**src/rtl/vga_timing_gen.sv**
```systemverilog
// VGA raster timing: column/row counters, registered syncs, video-on and frame-start.
// Define VGA_CLKDIV2_EN to derive the pixel tick as Clock/2 (toggling phase flop).
module vga_timing_gen #(
    parameter int H_ACTIVE = 640,
    parameter int H_FP     = 16,
    parameter int H_SYNC   = 96,
    parameter int H_BP     = 48,
    parameter int V_ACTIVE = 480,
    parameter int V_FP     = 10,
    parameter int V_SYNC   = 2,
    parameter int V_BP     = 33,
    parameter bit SYNC_POL = 1'b0
) (
    input  logic       Clock,
    input  logic       Reset,
    output logic       oPixelTick,
    output logic [9:0] oCol,
    output logic [9:0] oRow,
    output logic       oHSync,
    output logic       oVSync,
    output logic       oVideoOn,
    output logic       oFrameStart
);
    localparam int H_TOTAL = H_ACTIVE + H_FP + H_SYNC + H_BP;
    localparam int V_TOTAL = V_ACTIVE + V_FP + V_SYNC + V_BP;

    if (H_TOTAL > 1024 || V_TOTAL > 1024) begin : g_bad_timing
        $error("vga_timing_gen: H_TOTAL and V_TOTAL must not exceed 1024");
    end

    localparam logic [9:0] H_LAST   = 10'(H_TOTAL - 1);
    localparam logic [9:0] V_LAST   = 10'(V_TOTAL - 1);
    localparam logic [9:0] HS_FIRST = 10'(H_ACTIVE + H_FP);
    localparam logic [9:0] HS_LAST  = 10'(H_ACTIVE + H_FP + H_SYNC - 1);
    localparam logic [9:0] VS_FIRST = 10'(V_ACTIVE + V_FP);
    localparam logic [9:0] VS_LAST  = 10'(V_ACTIVE + V_FP + V_SYNC - 1);
    localparam logic [9:0] H_VIS    = 10'(H_ACTIVE);
    localparam logic [9:0] V_VIS    = 10'(V_ACTIVE);

    logic       tick_q, tick_d;
    logic [9:0] col_q, col_d;
    logic [9:0] row_q, row_d;
    logic       hsync_q, hsync_d;
    logic       vsync_q, vsync_d;
    logic       video_on_q, video_on_d;
    logic       frame_start_q, frame_start_d;

    always_comb begin
`ifdef VGA_CLKDIV2_EN
        tick_d = ~tick_q;
`else
        tick_d = 1'b1;
`endif
        col_d = col_q;
        row_d = row_q;
        if (tick_q) begin
            if (col_q == H_LAST) begin
                col_d = '0;
                row_d = (row_q == V_LAST) ? '0 : row_q + 10'd1;
            end else begin
                col_d = col_q + 10'd1;
            end
        end
        // Decoded from the next position so flags line up with the counters.
        hsync_d       = (col_d >= HS_FIRST && col_d <= HS_LAST) ? SYNC_POL : ~SYNC_POL;
        vsync_d       = (row_d >= VS_FIRST && row_d <= VS_LAST) ? SYNC_POL : ~SYNC_POL;
        video_on_d    = (col_d < H_VIS) && (row_d < V_VIS);
        frame_start_d = tick_q && (col_d == '0) && (row_d == '0);
    end

    // Reset parks the raster at the last blanking position of the frame.
    always_ff @(posedge Clock) begin
        if (!Reset) begin
            tick_q        <= 1'b0;
            col_q         <= H_LAST;
            row_q         <= V_LAST;
            hsync_q       <= ~SYNC_POL;
            vsync_q       <= ~SYNC_POL;
            video_on_q    <= 1'b0;
            frame_start_q <= 1'b0;
        end else begin
            tick_q        <= tick_d;
            col_q         <= col_d;
            row_q         <= row_d;
            hsync_q       <= hsync_d;
            vsync_q       <= vsync_d;
            video_on_q    <= video_on_d;
            frame_start_q <= frame_start_d;
        end
    end

    assign oPixelTick  = tick_q;
    assign oCol        = col_q;
    assign oRow        = row_q;
    assign oHSync      = hsync_q;
    assign oVSync      = vsync_q;
    assign oVideoOn    = video_on_q;
    assign oFrameStart = frame_start_q;
endmodule

```
**config.mk**
```make
export PLATFORM = sky130hd
export DESIGN_NAME = vga_timing_gen
export DESIGN_NICKNAME = d
export VERILOG_FILES = /design/src/rtl/vga_timing_gen.sv
export SDC_FILE = /design/constraint.sdc
export NUM_CORES = 1
export LEC_CHECK = 0
export ABC_AREA = 1
export CORE_UTILIZATION = 45
export CTS_CLUSTER_DIAMETER = 120
export DETAILED_ROUTE_END_ITERATION = 12
export GPL_TIMING_DRIVEN = 0
export PLACE_DENSITY_LB_ADDON = 0.25
export SYNTH_ARGS = -nofsm -noshare
export SYNTH_HDL_FRONTEND = slang
export SYNTH_SLANG_ARGS = --single-unit
```
**constraint.sdc**
```tcl
create_clock -name Clock -period 2.23 [get_ports Clock]
set_input_delay 0.223 -clock Clock [delete_from_list [all_inputs] [get_ports Clock]]
set_output_delay 0.223 -clock Clock [all_outputs]
set_load 0.02 [all_outputs]
```
==> impl_metrics.env, run 1 <==
export IMPL_syn_avg_cell_area_um2=6.05
export IMPL_htreeDepth=1
export IMPL_grt_max_degree=15
export IMPL_ctsResizeCount=0
export IMPL_vias=1745
export IMPL_syn_area_mm2=0.00158
export IMPL_drc_errors=0
export IMPL_hold_viol=0
export IMPL_finalCritPeriodShare_pct=88.2
export IMPL_worst_pin_slew_ns=0.503
export IMPL_timing_fmax_mhz=508
export IMPL_core_area_mm2=0.00334
export IMPL_rsz0062_at_grt="false"
export IMPL_critical_path_class="register to register"
export IMPL_fp_dieH_um=61.2
export IMPL_cpMostUsedCell="nand2_1"
export IMPL_cts_root_buf="clkbuf_4"
export IMPL_hp_class="input pin to register"
export IMPL_grt_busiest_layer="met2"
export IMPL_grt_met3_usage_pct=3.15
export IMPL_reg2reg_slack_ns=0.26
export IMPL_cp_start_kind="register"
export IMPL_pwr_density_cell_mw_per_mm2=622
export IMPL_crit_slowest_cell="dfxtp_1"
export IMPL_skew_ns=0.0140
export IMPL_portBuffers=26
export IMPL_period_needed_ns=1.97
export IMPL_post_cts_setup_buffer_count=0
export IMPL_post_drt_wl_per_cell_um=11.9
export IMPL_cts_tree="done"
export IMPL_path_clk_slew_ns=0.15
export IMPL_routed_wirelength_um=4020
export IMPL_ant_nets=0
export IMPL_synth_nets=266
export IMPL_ys_seq_area_share_pct=31.7
export IMPL_slew_viol_final=0
export IMPL_r2r_end="oFrameStart"
export IMPL_path_cells="ha_1 -> nand3_1 -> nor2_1 -> nand2_2 -> nand2_1 -> nand2_1 -> a21oi_1 -> nand2_1 -> nor2_1 -> nand2_1 -> nor2_1"
export IMPL_setup_viol=0
export IMPL_drt_pass1_iter_count=4
export IMPL_grt_use_met1_pct=34.5
export IMPL_num_io_pins=27
export IMPL_endpoint_kind="register"
export IMPL_drive_gt1_share_pct=6.53
export IMPL_ff2ff_path_depth=11
export IMPL_min_delay_start="Reset"
export IMPL_cap_violations=0
export IMPL_insertion_delay_ns=0.33
export IMPL_p_leak_nw=0.989
export IMPL_required_ns=2.49
export IMPL_num_rows=21
export IMPL_ys_seq_elements=25
export IMPL_nNetsFinal=297
export IMPL_ir_drop_v=0.000328
export IMPL_grt_util_met2_pct=35.2
export IMPL_diodes=0
export IMPL_syn_to_final_growth_pct=22.0
export IMPL_cts_hold_buffers=0
export IMPL_synthCells=261
export IMPL_yosys_cell_types_count=24
export IMPL_gp_congestion=0.871
export IMPL_grt_use_total_pct=23.3
export IMPL_worstPathMaxFanout=5
export IMPL_die_area_mm2=0.00375
export IMPL_detailed_place_hpwl_um=3030
export IMPL_fin_tns_setup_ns=0
export IMPL_start_util_pct=47.3
export IMPL_antenna_found_initial=0
export IMPL_clock_path_buffers=2
export IMPL_max_slew_margin_pct=66.5
export IMPL_grt_overflow=0
export IMPL_fill_cells=340
export IMPL_worstHoldPathCells=1
export IMPL_ys_warnings_count=0
export IMPL_finalPower_mw=1.20
export IMPL_slowest_delay_ns=0.44
export IMPL_die_x_um=61.2
export IMPL_numCtsBuffers=3
export IMPL_grt_first_pass_wirelength_um=6500
export IMPL_outcome="finished clean"
export IMPL_crit_arrival_ns=2.23
export IMPL_drt_vias_per_instance=5.18
export IMPL_min_to="oPixelTick"
export IMPL_drt_iter0_drc=117
export IMPL_rr_startpoint="oCol[1]"
export IMPL_grt_pass1_vias=1456
export IMPL_cts_sinks=25
==> how the worst max path moves through the flow <==
| stage | from | endpoint | slack [ns] | depth (start not counted) |
|---|---|---|---|---|
| after CTS | oCol[1] | oFrameStart | 0.26 | 11 |
| after global routing | oCol[1] | oFrameStart | 0.04 | 12 |
| after detailed placement | oCol[1] | oFrameStart | 0.32 | 11 |
| after floorplan | oCol[1] | oVSync | 0.48 | 11 |
| after global placement | oCol[1] | oFrameStart | 0.31 | 11 |
| final | oCol[1] | oFrameStart | 0.26 | 11 |
==> flip-flops by register name (all words and copies together) (netlist names) <==
register and cells:
oCol 10, oRow 10, oPixelTick 1, oVideoOn 1, oVSync 1, oFrameStart 1, oHSync 1
==> cells in the mapped netlist, drive strengths merged <==
master | instances | area [um^2]
nand2 | 77 | 294
a31oi | 1 | 6.26
nand3 | 38 | 190
nor2 | 43 | 174
clkbuf | 1 | 3.75
a21o | 1 | 7.51
o21ai | 6 | 30.0
nor3 | 2 | 21.3
or2 | 3 | 18.8
a21oi | 7 | 35.0
inv | 37 | 139
dfxtp | 25 | 500
nand3b | 1 | 7.51
xor2 | 1 | 8.76
ha | 3 | 37.5
nand4 | 8 | 50.1
buf | 5 | 37.5
o21bai | 1 | 7.51
o2111ai | 1 | 8.76
==> logic make-up (layout without fill, tap and decap cells) <==
kind of cell / Yosys count / in the layout / synth area share (%)
buffers and inverters: 43 / 73 / 11.4
adders and majority gates: 3 / 3 / 2.38
DFF: 25 / 25 / 31.7
AOI/OAI and AO/OA: 17 / 17 / 6.03
and+or+nand+nor: 172 / 172 / 47.9
xor gates and xnor gates: 1 / 1 / 0.555
==> cell usage in the layout, fill, tap and decap left out, types with 2 or more instances in the layout <==
| cell type | instances |
|---|---|
| clkdlybuf4s50_1 | 26 |
| clkbuf_4 | 3 |
| nor2_1 | 40 |
| buf_2 | 3 |
| inv_1 | 37 |
| nand2_1 | 74 |
| nor2_2 | 2 |
| nand2_2 | 3 |
| buf_6 | 2 |
| dfxtp_1 | 25 |
| nand3_1 | 38 |
| a21oi_1 | 7 |
| or2_2 | 3 |
| o21ai_0 | 6 |
| nand4_1 | 8 |
| ha_1 | 3 |
==> cell type report <==
type / instances / area, um^2 / share of cell area, %
Tap cell: 46 / 57.6 / 2.99
Inverter: 37 / 139 / 7.21
Clock inverter: 1 / 5.00 / 0.260
Sequential cell: 25 / 500 / 26.0
Multi-Input combinational cell: 193 / 900 / 46.7
Buffer: 6 / 41.3 / 2.14
Clock buffer: 3 / 22.5 / 1.17
Timing Repair Buffer: 26 / 260 / 13.5
==> metal layers <==
metal / up-vias / routed length [um]
met2: 48 / 1770
met3: 4 / 234
met5: - / 0
met1: 805 / 1980
met4: 0 / 33
li1: 888 / -
==> stage by stage <==
stage	setup WS [ns]	cells	util, %	hold slack (ns)	instance area (um^2)
finish	0.262	337	57.7	0.343	1930
global route	0.0432	337	57.7	0.355	1930
CTS	0.256	337	57.6	0.345	1920
detailed placement	0.317	333	56.8	0.584	1900
global placement	0.314	333	56.8	0.575	1900
floorplan	0.484	261	-	0.251	1580
==> power by group <==
group | switching, mW | internal, mW
sequential | 0.0511 | 0.481
combinational | 0.285 | 0.174
clock | 0.140 | 0.0673
total | 0.477 | 0.722
==> critical path, delay by kind of cell, from the launching register on <==
kind / cells / cell delay, ns
simple gates: 9 / 0.86
compound gates: 1 / 0.35
flops: 1 / 0.44
fa+ha+maj: 1 / 0.25
Power figures use the tool's default switching activity.
==> run 2: changes to the inputs <==
Settings changed: CAP_MARGIN set to 20.
==> results of run 2 <==
The final DEF is identical to that of run 1; final timing and power are the same.
